`config.mk`:
```
export PLATFORM = sky130hd
export DESIGN_NAME = if_id_skid_buffer
export DESIGN_NICKNAME = d
export VERILOG_FILES = /design/src/rtl/if_id_skid_buffer.sv
export SDC_FILE = /design/constraint.sdc
export NUM_CORES = 1
export LEC_CHECK = 0
export ABC_AREA = 0
export CAP_MARGIN = 20
export CELL_PAD_IN_SITES_DETAIL_PLACEMENT = 0
export CELL_PAD_IN_SITES_GLOBAL_PLACEMENT = 1
export CORE_AREA = 2 2 98 100
export DETAILED_ROUTE_END_ITERATION = 8
export DIE_AREA = 0 0 100 102
export PLACE_DENSITY = 0.89
export SYNTH_ARGS = -nofsm -noshare
export SYNTH_HDL_FRONTEND = slang
export SYNTH_SLANG_ARGS = --single-unit
```
`constraint.sdc`:
```
create_clock -name clk -period 4.1 [get_ports clk]
set_clock_uncertainty 0.05 [all_clocks]
set_input_delay 0.615 -clock clk [delete_from_list [all_inputs] [get_ports clk]]
set_output_delay 0.615 -clock clk [all_outputs]
set_load 0.02 [all_outputs]
```
`src/rtl/if_id_skid_buffer.sv`:
```
// -----------------------------------------------------------------------------
// if_id_skid_buffer
//
// Two-entry skid buffer at the IF->ID pipeline boundary. It carries
// {instruction, PC} pairs from fetch to decode. in_ready is a function of
// registered state only, so decode backpressure (out_ready) never forms a
// combinational path back into the fetch stage. IF freezes on ~in_ready.
//
// Handshake: a beat transfers on an interface in any cycle where its valid and
// ready are both high at the rising clock edge. Valid never depends on ready.
// Once out_valid is high, out_instr/out_pc stay stable until the beat is popped
// or the buffer is flushed. flush drops every entry, and also the same-cycle
// input beat.
//
// Ports
//   clk        in   rising-edge clock
//   rst        in   asynchronous reset, active low
//   in_valid   in   fetch presents an instruction
//   in_instr   in   fetched instruction
//   in_pc      in   PC of in_instr
//   in_ready   out  buffer accepts this cycle
//   flush      in   discard all entries (taken branch resolved downstream)
//   out_valid  out  head entry valid toward decode
//   out_instr  out  head instruction, NOP_INSTR when empty
//   out_pc     out  head PC, 0 when empty
//   out_ready  in   decode consumes the head this cycle
//   stall_cnt  out  saturating count of cycles with out_valid & ~out_ready
//   dbg_state  out  FSM state (0 EMPTY, 1 ONE, 2 FULL) for checkers
// -----------------------------------------------------------------------------
module if_id_skid_buffer #(
  parameter int unsigned               INSTR_W   = 16,
  parameter int unsigned               PC_W      = 14,
  parameter logic [INSTR_W-1:0]        NOP_INSTR = 16'h0000,
  parameter int unsigned               CNT_W     = 16
) (
  input  logic               clk,
  input  logic               rst,
  input  logic               in_valid,
  input  logic [INSTR_W-1:0] in_instr,
  input  logic [PC_W-1:0]    in_pc,
  output logic               in_ready,
  input  logic               flush,
  output logic               out_valid,
  output logic [INSTR_W-1:0] out_instr,
  output logic [PC_W-1:0]    out_pc,
  input  logic               out_ready,
  output logic [CNT_W-1:0]   stall_cnt,
  output logic [1:0]         dbg_state
);

  typedef enum logic [1:0] {
    EMPTY = 2'd0,
    ONE   = 2'd1,
    FULL  = 2'd2
  } state_e;

  state_e             state_q, state_d;
  logic [INSTR_W-1:0] head_instr_q, head_instr_d;
  logic [PC_W-1:0]    head_pc_q, head_pc_d;
  logic [INSTR_W-1:0] tail_instr_q, tail_instr_d;
  logic [PC_W-1:0]    tail_pc_q, tail_pc_d;
  logic [CNT_W-1:0]   stall_cnt_q, stall_cnt_d;
  // Goes high on the first edge after reset release, so in_ready stays low
  // for that first cycle and drops immediately when reset is asserted.
  logic               run_q;

  logic acc;
  logic pop;

  assign in_ready  = (state_q != FULL) & run_q;
  assign out_valid = (state_q != EMPTY);
  assign acc       = in_valid & in_ready & ~flush;
  assign pop       = out_valid & out_ready;

  // Stale head contents are never exposed while the buffer is empty.
  assign out_instr = out_valid ? head_instr_q : NOP_INSTR;
  assign out_pc    = out_valid ? head_pc_q    : '0;
  assign stall_cnt = stall_cnt_q;
  assign dbg_state = state_q;

  always_comb begin
    state_d      = state_q;
    head_instr_d = head_instr_q;
    head_pc_d    = head_pc_q;
    tail_instr_d = tail_instr_q;
    tail_pc_d    = tail_pc_q;
    if (flush) begin
      // Highest priority: a same-cycle pop counts as consumed but its data
      // is squashed by decode; a same-cycle input is dropped (acc is low).
      state_d = EMPTY;
    end else begin
      unique case (state_q)
        EMPTY: begin
          if (acc) begin
            state_d      = ONE;
            head_instr_d = in_instr;
            head_pc_d    = in_pc;
          end
        end
        ONE: begin
          if (acc && pop) begin
            head_instr_d = in_instr;
            head_pc_d    = in_pc;
          end else if (acc) begin
            state_d      = FULL;
            tail_instr_d = in_instr;
            tail_pc_d    = in_pc;
          end else if (pop) begin
            state_d = EMPTY;
          end
        end
        FULL: begin
          // in_ready is low here, so only a pop can change state.
          if (pop) begin
            state_d      = ONE;
            head_instr_d = tail_instr_q;
            head_pc_d    = tail_pc_q;
          end
        end
        default: state_d = EMPTY;
      endcase
    end
  end

  always_comb begin
    stall_cnt_d = stall_cnt_q;
    if (out_valid && !out_ready && !flush && (stall_cnt_q != {CNT_W{1'b1}})) begin
      stall_cnt_d = stall_cnt_q + {{(CNT_W-1){1'b0}}, 1'b1};
    end
  end

  always_ff @(posedge clk or negedge rst) begin
    if (!rst) begin
      state_q      <= EMPTY;
      head_instr_q <= '0;
      head_pc_q    <= '0;
      tail_instr_q <= '0;
      tail_pc_q    <= '0;
      stall_cnt_q  <= '0;
      run_q        <= 1'b0;
    end else begin
      state_q      <= state_d;
      head_instr_q <= head_instr_d;
      head_pc_q    <= head_pc_d;
      tail_instr_q <= tail_instr_d;
      tail_pc_q    <= tail_pc_d;
      stall_cnt_q  <= stall_cnt_d;
      run_q        <= 1'b1;
    end
  end

endmodule

```
# [After elaboration in Yosys (flattened, before gate mapping)]
# Index checks and enable logic that the tools add are counted.
[word_totals] regBits=79 elab_cells=54
[op_classes] addsub=1 eq_ne=11 muxes=17 bitwise_logic=6 n_reduce_logical=12
[ops] op="16-bit 2-to-1 mux" count=4
[ops] op="14-bit 2-to-1 mux" count=4
[ops] op="16-bit one-hot mux with 3 select lines" count=1
[ops] op="14-bit one-hot mux with 3 select lines" count=1
[ops] op="16-bit by 1-bit adder with 16-bit output (second input constant)" count=1
[ops] op="16-bit inequality test (second input constant)" count=1
[ops] op="2-bit 2-to-1 mux" count=6
[ops] op="3-bit inequality test (second input constant)" count=3
[ops] op="2-bit inequality test (second input constant)" count=4
[ops] op="4-bit AND reduction" count=2
[ops] op="2-bit one-hot mux with 3 select lines" count=1
[ops] op="5-bit AND reduction" count=1
[ops] op="1-bit bitwise AND" count=4
[ops] op="1-bit logical AND" count=4
[ops] op="4-bit inequality test (second input constant)" count=1
[ops] op="3-bit nonzero test" count=1
[ops] op="2-bit by 1-bit equality test with 1-bit output (second input constant)" count=1
[ops] op="2-bit equality test (second input constant)" count=1
[ops] op="1-bit logical NOT" count=2
[ops] op="2-bit logical NOT" count=1
[ops] op="1-bit inverter" count=2
[ops] op="2-bit nonzero test" count=1

# [Logic depth before layout (Yosys ltp)]
# Gate-level depths: netlist (run 1).
[depth] depth_word=8 mapped_depth=5 ltp_nobuf=5

# [Worst setup path after synthesis (run 1)]
# OpenSTA, ideal clock, no wires.
[synth_path] path_kind="register -> output" from="register state_q[1], in the netlist dbg_state[1]" to="output port out_pc[10]" arrival_time_ps=1418 required_time_ps=3435 path_slack_ps=2017 stages_incl_launch_ff=5 path_cell_list="dfrtp_1 > or2_1 > buf_2 > clkbuf_1 > and2_1"
[synth_via] elab_chain_len=2
[synth_lines] element="start, declared" line="57" text="state_e state_q, state_d;"
[synth_lines] element="start signal, assigned" line="142" text="state_q <= state_d;"
[synth_lines] element="2-bit nonzero test" line="71" text="assign out_valid = (state_q != EMPTY);"
[synth_lines] element="named net out_valid" line="43" text="output logic out_valid,"
[synth_lines] element="14-bit 2-to-1 mux" line="77" text="assign out_pc = out_valid ? head_pc_q : '0;"
[synth_lines] element="end, declared" line="45" text="output logic [PC_W-1:0] out_pc,"
# The timed path passes the listed nets, and every way through them passes these cells.

# [Worst setup path in the final report (run 1)]
[layout_path] from="register state_q[0], in the netlist dbg_state[0]" to="output port out_pc[4]"
[layout_via] elab_chain_len=2
[layout_lines] element="2-bit nonzero test" line="71"
[layout_lines] element="14-bit 2-to-1 mux" line="77"
# No other way between the ends.

==> impl_results.md, run 1 <==
- CP max FO: 19
- Chip width: 100 um
- Port bufs: 84
- Leading area contributor after synthesis: dfrtp_1
- Yosys top cell area share: 0.532
- Yosys reg bits: 79
- Hold-fix buffers at CTS: 0
- Clk buf depth: 2
- Min Hold Slack: 0.174 ns
- Synth top cells by count: dfrtp_1, nor2_1, and2_1
- Multi-input gate area: 1690 sq um
- Ant. Diodes: 0
- CP required: 3.43 ns
- Worst slew margin: 0.454
- Synthesized area per cell: 11.3 sq um
- Fin crit share: 0.744
- Cell Pwr Density: 403 nW/um^2
- Global-route wire length before repair: 12.9 mm
- Worst skew pair latency: 0.34 ns
- Final ANT Viol Nets: 0
- Simple-gate area share of the yosys netlist: 0.178
- Vias in the first global route: about 2700
- FF+latch area: 1980 sq um
- Gr ovfl total: 0
- Layout cells sized above 1: 0.137
- Largest net degree at the start of global routing: 80
- Worst Tran Pin Value: 0.819 ns
- Setup violators final: 0
- Largest family of logic cells by synthesized area: multiplexers
- Crit. End Element: output port
- Global placer's final weighted congestion: between 0.7 and 0.8
- Clock slew at reported path FFs: 0.08 ns
- Row cnt: 35
- Area Growth Syn to Fin: 31.2%
- Leakage: 2.03 nW
- Via count: 2651
- Num CTS Buffers: 9
- Reg2reg start: dbg_state[0]$_DFFE_PN0P_
- Clk root buf: clkbuf_8
- Post-synthesis cell type count: 40
- Complex-gate fraction of the synthesized area: 0.0508
- Top cells by area, synth: dfrtp_1, mux2i_1, mux2_2
- Resized cells post-CTS: 0
- HP Class: input port to asynchronous set/reset pin
- Peak Freq: 0.328 GHz
- Arrival @ worst endpoint: 2.39 ns
- Status: finished, final reports clean
- Net count, final: 446
- TritonRoute pass-1 iters: 4
- GRT Total Usage: 0.161
- Mux cell area share after synthesis: 0.185
- Mapped Cells: 328
- DRC: 0
- FFs w/ async S/R, synth: 1.00
- CTS tree: done
- Fillers: 816
- Most numerous cell in the Yosys netlist: dfrtp_1
- RSZ-0062 raised after global routing: false
- Sequential fraction of the synthesis area: 0.532
- Post-synth EDFFs: 0
- Antenna violations before repair: 0
- Core area: between 9000 and 10000 sq um
- CTS sink count: 79
- Final hold vios: 0
- Post-Synth Adder-Cell Area: 0.00337
- Crit path cell chain: or2_1, buf_4, and2_1, clkdlybuf4s50_1
- XOR/XNOR Fraction of Synth Area: 0.0283
- Synth Flop Type: dfrtp_1
- Via density: 5.04
- Top Ports: 85
- DIE AREA: just over 10000 sq um
- Mapped Nets: 364
- Max Cap Viol: 0
- Post-Route WL: 7.56 mm
- Initial Util: 0.408
- Final Critical Period: just over 3 ns
- Peak supply drop: 331 uV
- TNS Setup: 0 ns
- Htree depth: 3
- Setup CP Type: register to output port
- Crit path from: dbg_state[0]$_DFFE_PN0P_
- Die Ht: 102 um
- CP max-delay cell: clkdlybuf4s50_1
- CP Launch Type: register
- Hpwl dp: 5.13 mm
- Post-detailed-route wirelength per cell: 14.4 um
- Synth Warn #: 0
- Final Max Tran Viols: 0
- Synthesized cell area: 3720 sq um
- Initial drt markers: 66
- Critical Path Max Stage Delay: 0.61 ns
- # Post-CTS Setup Buffers: 0
-- where the power goes --
part | total (W) | switching [W] | internal, W
Sequential | 0.000997 | 0.0000832 | 0.000914
Combinational | 0.000406 | 0.000188 | 0.000219
Clock | 0.000563 | 0.000281 | 0.000282
-- state kept, by name, indices dropped and copies added (netlist names) --
name,flops
tail_pc_q,14
stall_cnt,16
run_q,1
dbg_state,2
head_instr_q,16
head_pc_q,14
tail_instr_q,16
-- layer usage --
metal  vias up  wire (um)  global-route usage  part of all wire
met3         8        334              0.0465             0.044
met2        60       3710               0.278              0.49
li1       1303          -                   -                 -
met5         -          0                   0                 0
met1      1280       3420               0.198              0.45
met4         0         91              0.0485             0.012
-- cell type report --
type,count,share of cell area
sequential,79,0.405
multi-input combinational,231,0.346
timing repair buffer,88,0.181
tap,111,0.0285
clock buffer,11,0.0269
clock inverter,5,0.0121
inverter,1,0.000770
-- per-stage QoR --
stage	utilization	area [sq um]	total power (W)	instances	setup WS, ns
global placement	0.512	4670	0.00140	509	1.20
CTS	0.533	4860	0.00199	525	0.996
detailed placement	0.512	4670	0.00142	509	1.14
finish	0.535	4880	0.00197	526	1.05
global route	0.535	4880	0.00209	526	0.807
floorplan	-	3720	0.00122	328	2.02
-- path summary, 6_finish.rpt --
check / end / cells past startpoint / slack, ns
min reg2reg: tail_pc_q[1]$_DFFE_PN0P_ / 1 / 0.45
min in group clk: tail_pc_q[1]$_DFFE_PN0P_ / 1 / 0.45
max reg2reg: stall_cnt[15]$_DFFE_PN0P_ / 5 / 1.80
min: tail_pc_q[0]$_DFFE_PN0P_ / 1 / 0.17
max: out_pc[4] / 4 / 1.05
max in group asynchronous: tail_pc_q[4]$_DFFE_PN0P_ / 2 / 3.24
-- critical path: cells and delay by family (launching register included) --
kind | cells | cell delay, ns
buffers and inverters | 2 | 0.92
and+or+nand+nor | 2 | 0.61
DFF | 1 | 0.51
-- layout by cell type (no fill, tap or decap), types with 2 or more instances in the layout --
cell / n
clkdlybuf4s50_1: 83
dfrtp_1: 79
nor2_1: 33
and2_1: 32
a21oi_1: 31
mux2i_1: 30
mux2_2: 26
nand2_1: 13
xor2_1: 9
clkbuf_8: 9
mux2_1: 7
nor3_1: 5
nand3_1: 4
buf_4: 4
nand4_1: 3
nor4_2: 3
nor4_1: 3
xnor2_1: 3
nand3b_1: 2
nand3_2: 2
nand4_2: 2
and4_1: 2
and3_1: 2
nor3b_1: 2
clkbuf_1: 2
clkinvlp_4: 2
-- logic make-up (layout without fill, tap and decap cells) --
logic type	Yosys count	in the layout
AND/OR/NAND/NOR	117	117
flip-flops	79	79
multiplexers	64	64
AO/OA/AOI/OAI	36	36
buffers and inverters	18	105
XOR/XNOR	12	12
adder cells (fa/ha/maj)	1	1
other	1	1
No activity file was read; power rests on OpenSTA's default activity.
==> inputs of run 2 (changes only) <==
CORE_AREA = 2 2 107 109   (was 2 2 98 100)
DIE_AREA = 0 0 109 111   (was 0 0 100 102)
PLACE_DENSITY = 0.8   (was 0.89)
clock period = 2.6 ns   (was 4.1 ns; I/O delays follow)
==> run 2 against run 1 <==
Against the previous run:
- the run now ends with negative hold slack left
- hold slack got worse by 0.20 ns
- sequential share of layout area fell by 1.7 points
- cell area is 4.5% higher
- critical endpoint is now out_pc[6]
- highest routed layer unchanged
==> impl_results.md, run 2 (synthesis gave the netlist of run 1 again) <==
- HP Class: input port to asynchronous set/reset pin (unchanged)
- Chip width: 109 um (was 100 um)
- Final Max Tran Viols: 0 (unchanged)
- DIE AREA: 12100 sq um (was 10200 sq um)
- Switch Pwr: 0.000909 W (was 0.000552 W)
- Setup CP Type: register to output port (unchanged)
- CTS tree: done (unchanged)
- Crit path cell chain: or2_1, buf_4, and2_1, clkdlybuf4s50_1 (unchanged)
- Clk network pwr share: 0.379 (was 0.286)
- Antenna violations before repair: 0 (unchanged)
- Min Hold Slack: -0.0256 ns (was 0.174 ns)
- Fin crit share: 0.942
- Initial drt markers: 76 (was 66)
- Critical Path Max Stage Delay: 0.53 ns (was 0.61 ns)
- Reg2reg start: stall_cnt[1]$_DFFE_PN0P_ (was dbg_state[0]$_DFFE_PN0P_)
- CP max-delay cell: clkdlybuf4s50_1 (unchanged)
- Final ANT Viol Nets: 0 (unchanged)
- Area Growth Syn to Fin: 37.1% (was 31.2%)
- Via density: 4.83 (was 5.04)
- # Post-CTS Setup Buffers: 0 (unchanged)
- Crit. End Element: output port (unchanged)
- Net count, final: 448 (was 446)
- Final Critical Period: 2.45 ns
- FF-to-FF End: stall_cnt[1]$_DFFE_PN0P_ (was stall_cnt[15]$_DFFE_PN0P_)
- Hold-fix buffers at CTS: 0 (unchanged)
- Logic pwr share: 0.181 (was 0.207)
- GRT Total Usage: 0.142 (was 0.161)
- Num CTS Buffers: 9 (unchanged)
- Core area: 11100 sq um (was 9110 sq um)
- Worst skew pair latency: 0.33 ns (was 0.34 ns)
- Die Ht: 111 um (was 102 um)
- Most common cell after layout, fill and taps aside: clkdlybuf4s50_1 (unchanged)
- Peak Freq: 0.408 GHz
- Power consumption: 0.00358 W (was 0.00197 W)
- Post-Route WL: 8.05 mm (was 7.56 mm)
- Sw Share: 0.254 (was 0.281)
- Peak supply drop: 274 uV (was 331 uV)
- Layout cells sized above 1: 0.146 (was 0.137)
- TritonRoute pass-1 iters: 4 (unchanged)
- Port bufs: 84 (unchanged)
- Global-route wire length before repair: 13.4 mm (was 12.9 mm)
- Ant. Diodes: 0 (unchanged)
- CP Launch Type: register (unchanged)
- RSZ-0062 raised after global routing: false (unchanged)
- Max Cap Viol: 0 (unchanged)
- Status: complete, but fails checks (was finished, final reports clean)
- Cell Pwr Density: 702 nW/um^2 (was 403 nW/um^2)
- TNS Setup: 0 ns (unchanged)
- Clk root buf: clkbuf_16 (was clkbuf_8)
- Htree depth: 3 (unchanged)
- Gr ovfl total: 0 (unchanged)
- Clk buf depth: 2 (unchanged)
- Row cnt: 39 (was 35)
- Leakage: 2.13 nW (was 2.03 nW)
- Vias in the first global route: 2737 (was 2730)
- Worst Tran Pin Value: 0.574 ns (was 0.819 ns)
- Global placer's final weighted congestion: 0.851 (was 0.766)
- Sequential power share: 0.440 (was 0.507)
- Failing checks: negative hold slack
- Arrival @ worst endpoint: 2.01 ns (was 2.39 ns)
- Final hold vios: 33 (was 0)
- CTS sink count: 79 (unchanged)
- CP max FO: 19 (unchanged)
- Most frequent cells in the layout: clkdlybuf4s50_1, dfrtp_1, nor2_1 (unchanged)
- R2R cell count: 5 (unchanged)
- Post-detailed-route wirelength per cell: 14.4 um (about the same)
- Internal: 0.00267 W (was 0.00141 W)
- DRC: 0 (unchanged)
- Via count: 2703 (was 2651)
- Setup violators final: 0 (unchanged)
- Top Ports: 85 (unchanged)
- R2R Setup Slk: 0.62 ns (was 1.80 ns)
- Crit-path leading delay family: buffers and inverters (unchanged)
- CP required: 2.16 ns (was 3.43 ns)
- Clock slew at reported path FFs: 0.06 ns (was 0.08 ns)
- Crit path buf inv count: 2 (unchanged)
- Initial Util: 0.335 (was 0.408)
- Largest net degree at the start of global routing: 80 (unchanged)
- Hpwl dp: 5.26 mm (was 5.13 mm)
- Worst slew margin: 0.618 (was 0.454)
- Resized cells post-CTS: 0 (unchanged)
-- run 2: cell count changes in the layout (fill, tap and decap cells not counted) --
cell        previous run  this run
clkinv_4               1         0
clkbuf_1               2         0
clkinvlp_4             2         0
buf_12                 1         3
clkbuf_16              0         9
clkbuf_8               9         5
-- run 2: stage by stage --
step	hold slack [ns]	worst slack, ns	utilization	cells	cell area [sq um]
3_3_place_gp	0.424	0.361	0.429	543	4750
6_report	-0.0256	0.151	0.460	560	5100
5_1_grt	0.0237	0.0438	0.460	560	5100
2_1_floorplan	0.0444	0.710	-	328	3720
4_1_cts	0.223	0.129	0.458	559	5080
3_5_place_dp	0.435	0.278	0.429	543	4750
-- run 2: final cells by class --
| cell class | instances | area (sq um) |
|---|---|---|
| repair buffers | 90 | 921 |
| clock buffers | 14 | 294 |
| flip-flops and latches | 79 | 1980 |
| well taps | 143 | 179 |
| inverters | 1 | 3.75 |
| fillers | 1054 | 5980 |
| multi-input cells | 231 | 1690 |
| clock inverters | 2 | 35.0 |
-- run 2: how the worst max path moves through the flow --
stage	end	startpoint	cells after the start	slack, ns
4_1_cts	out_instr[8]	dbg_state[0]$_DFFE_PN0P_	4	0.13
6_report	out_pc[6]	dbg_state[0]$_DFFE_PN0P_	4	0.15
5_1_grt	out_pc[0]	dbg_state[0]$_DFFE_PN0P_	4	0.04
3_5_place_dp	stall_cnt[15]$_DFFE_PN0P_	flush	5	0.28
3_3_place_gp	stall_cnt[15]$_DFFE_PN0P_	flush	5	0.36
2_1_floorplan	stall_cnt[1]$_DFFE_PN0P_	stall_cnt[0]$_DFFE_PN0P_	5	0.71
-- run 2: worst register-to-register path, stage by stage (launching register included) --
cell,delay [ns]
dfrtp_1,0.42
ha_1,0.23
nand4_2,0.17
nor4_2,0.58
nor2_2,0.11
mux2_4,0.32
-- run 2: power groups by stage --
stage | combinational [W] | sequential, W | clock, W
floorplan | 0.000343 | 0.00159 | 0
global placement | 0.000635 | 0.00159 | 0
detailed placement | 0.000655 | 0.00160 | 0
CTS | 0.000659 | 0.00158 | 0.00139
global route | 0.000714 | 0.00160 | 0.00144
finish | 0.000647 | 0.00157 | 0.00136
-- run 2: per-layer routing --
layer,share of wire,track usage,vias to the layer above
met2,0.46,0.227,69
met1,0.46,0.183,1314
li1,-,-,1309
met5,0,0,-
met4,0.021,0.0667,0
met3,0.056,0.0306,11
==> inputs of run 3 (changes only) <==
GPL_TIMING_DRIVEN = 0   (was default)
==> run 3 against run 2 <==
Against the previous run:
- the flow now finishes without violations
- global-route usage is 1.1 points higher
- hold slack better by 0.47 ns
- critical path depth is 1 higher
- via count is 3.2% higher
- non-clock buffer count is 13 higher
- sequential power hardly changed
- largest cell class unchanged
- largest power group unchanged
==> impl_results.md, run 3 (synthesis gave the netlist of run 1 again) <==
- Area Growth Syn to Fin: 38.3% (was 37.1%)
- Antenna violations before repair: 0 (unchanged)
- Clock slew at reported path FFs: 0.06 ns (about the same)
- CP max FO: 10 (was 19)
- Hpwl dp: 6.22 mm (was 5.26 mm)
- TritonRoute pass-1 iters: 4 (unchanged)
- Worst slew margin: 0.609 (was 0.618)
- Via count: 2789 (was 2703)
- Gr ovfl total: 0 (unchanged)
- Ant. Diodes: 0 (unchanged)
- Die Ht: 111 um (unchanged)
- Row cnt: 39 (unchanged)
- GR Util met2: 0.243 (was 0.227)
- Cell Pwr Density: 688 nW/um^2 (was 702 nW/um^2)
- Peak Freq: 0.399 GHz (was 0.408 GHz)
- Busiest grt layer: met2 (unchanged)
- Chip width: 109 um (unchanged)
- Setup CP Type: register to output port (unchanged)
- Leakage: 2.43 nW (was 2.13 nW)
- CTS tree: done (unchanged)
- Worst skew pair latency: 0.32 ns (was 0.33 ns)
- Htree depth: 3 (unchanged)
- Max Cap Viol: 0 (unchanged)
- Fillers: 1045 (was 1054)
- Hold Startpoint: tail_instr_q[9]$_DFFE_PN0P_
- Final Max Tran Viols: 0 (unchanged)
- Worst Tran Pin Value: 0.582 ns (was 0.574 ns)
- CP required: 2.16 ns (about the same)
- Clk buf depth: 2 (unchanged)
- DIE AREA: 12100 sq um (unchanged)
- Min Hold Slack: 0.448 ns (was -0.0256 ns)
- PnR worst setup slack: 0.0944 ns (was 0.151 ns)
- Most frequent cells in the layout: dfrtp_1, clkdlybuf4s50_1, nor2_1 (was clkdlybuf4s50_1, dfrtp_1, nor2_1)
- Final hold vios: 0 (was 33)
- # Post-CTS Setup Buffers: 0 (unchanged)
- Crit path from: dbg_state[0]$_DFFE_PN0P_ (unchanged)
- Post-place setup slack: 0.115 ns (was 0.278 ns)
- Top Ports: 85 (unchanged)
- CP Launch Type: register (unchanged)
- Fin crit share: 0.964 (was 0.942)
- Clk root buf: clkbuf_16 (unchanged)
- CTS sink count: 79 (unchanged)
- R2R Setup Slk: 0.60 ns (was 0.62 ns)
- Setup violators final: 0 (unchanged)
- Net count, final: 461 (was 448)
- Met3 Use GR: 0.0341 (was 0.0306)
- Post-detailed-route wirelength per cell: 15.4 um (was 14.4 um)
- Core area: 11100 sq um (unchanged)
- TNS Setup: 0 ns (unchanged)
- Layout cells sized above 1: 0.156 (was 0.146)
- Via density: 4.88 (was 4.83)
- Placed cell areas: 4760 sq um (was 4750 sq um)
- Final Critical Period: 2.51 ns (was 2.45 ns)
- Met1 Usage GRT: 0.207 (was 0.183)
- Global-route wire length before repair: 14.4 mm (was 13.4 mm)
- Global placer's final weighted congestion: 0.813 (was 0.851)
- Largest net degree at the start of global routing: 53 (was 80)
- Arrival @ worst endpoint: 2.07 ns (was 2.01 ns)
- Final ANT Viol Nets: 0 (unchanged)
- Most common cell after layout, fill and taps aside: dfrtp_1 (was clkdlybuf4s50_1)
- GRT Total Usage: 0.153 (was 0.142)
- Port bufs: 84 (unchanged)
- Status: finished, final reports clean (was complete, but fails checks)
- Initial drt markers: 78 (was 76)
- Power consumption: 0.00353 W (was 0.00358 W)
- HP Class: register to register (was input port to asynchronous set/reset pin)
- Design Area, Final: 5140 sq um (was 5100 sq um)
- Post-Route WL: 8.79 mm (was 8.05 mm)
- Peak supply drop: 333 uV (was 274 uV)
- DRC: 0 (unchanged)
- Vias in the first global route: 2901 (was 2737)
- RSZ-0062 raised after global routing: false (unchanged)
- Crit. End Element: output port (unchanged)
- Num CTS Buffers: 9 (unchanged)
- Initial Util: 0.335 (unchanged)
- Reg2reg start: stall_cnt[0]$_DFFE_PN0P_ (was stall_cnt[1]$_DFFE_PN0P_)
## run 3: changes by cell type in the layout (fill, tap and decap cells not counted), sizes merged, moves of 2 or more
cell / change
clkdlybuf4s50: -18
dlymetal6s2s: +18
buf: +5
clkbuf: +2
clkinv: +2
## run 3: per-stage QoR
| step | std cells | util |
|---|---|---|
| final | 572 | 0.464 |
| after global routing | 572 | 0.464 |
| after CTS | 572 | 0.460 |
| after detailed placement | 556 | 0.430 |
| after global placement | 555 | 0.428 |
| after floorplan | 328 | - |
## run 3: what timing repair did
action | in CTS | in global routing
cloned | 0 | 0
endpoints found under the hold margin | 27 | 0
endpoints found under the setup margin | 30 | 30
hold buffers | 1 | 0
gates resized for setup | 5 | 20
## run 3: power by group
group          internal, W  switching [W]
sequential         0.00144       0.000129
combinational     0.000345       0.000305
clock             0.000833       0.000479
## run 3: final cells by class
class	instances	area, sq um	share of cell area
buffer	17	85.1	0.0166
clock buffer	9	225	0.0438
clock inverter	6	86.3	0.0168
inverter	1	3.75	0.000730
multi-input combinational	231	1660	0.323
sequential	79	1980	0.385
tap	143	179	0.0348
timing repair buffer	86	921	0.179
## run 3: path summary, 6_finish.rpt
check / cells past startpoint / to
max: 5 / out_instr[12]
min: 1 / tail_instr_q[9]$_DFFE_PN0P_
max reg2reg: 5 / stall_cnt[1]$_DFFE_PN0P_
min reg2reg: 1 / tail_instr_q[9]$_DFFE_PN0P_
max in group asynchronous: 3 / tail_instr_q[8]$_DFFE_PN0P_
min in group asynchronous: 2 / stall_cnt[9]$_DFFE_PN0P_
## run 3: per-layer routing
metal  vias to the layer above  part of all wire
li1                       1329                 -
met1                      1380              0.45
met2                        71              0.49
met3                         9             0.051
met4                         0             0.013
met5                         -                 0
## run 3: worst max-delay path: stages, from the launching register on
cell and delay (ns):
dfrtp_2 0.45, or2_1 0.23, buf_2 0.16, clkbuf_4 0.20
and2_1 0.17, clkdlybuf4s50_1 0.53
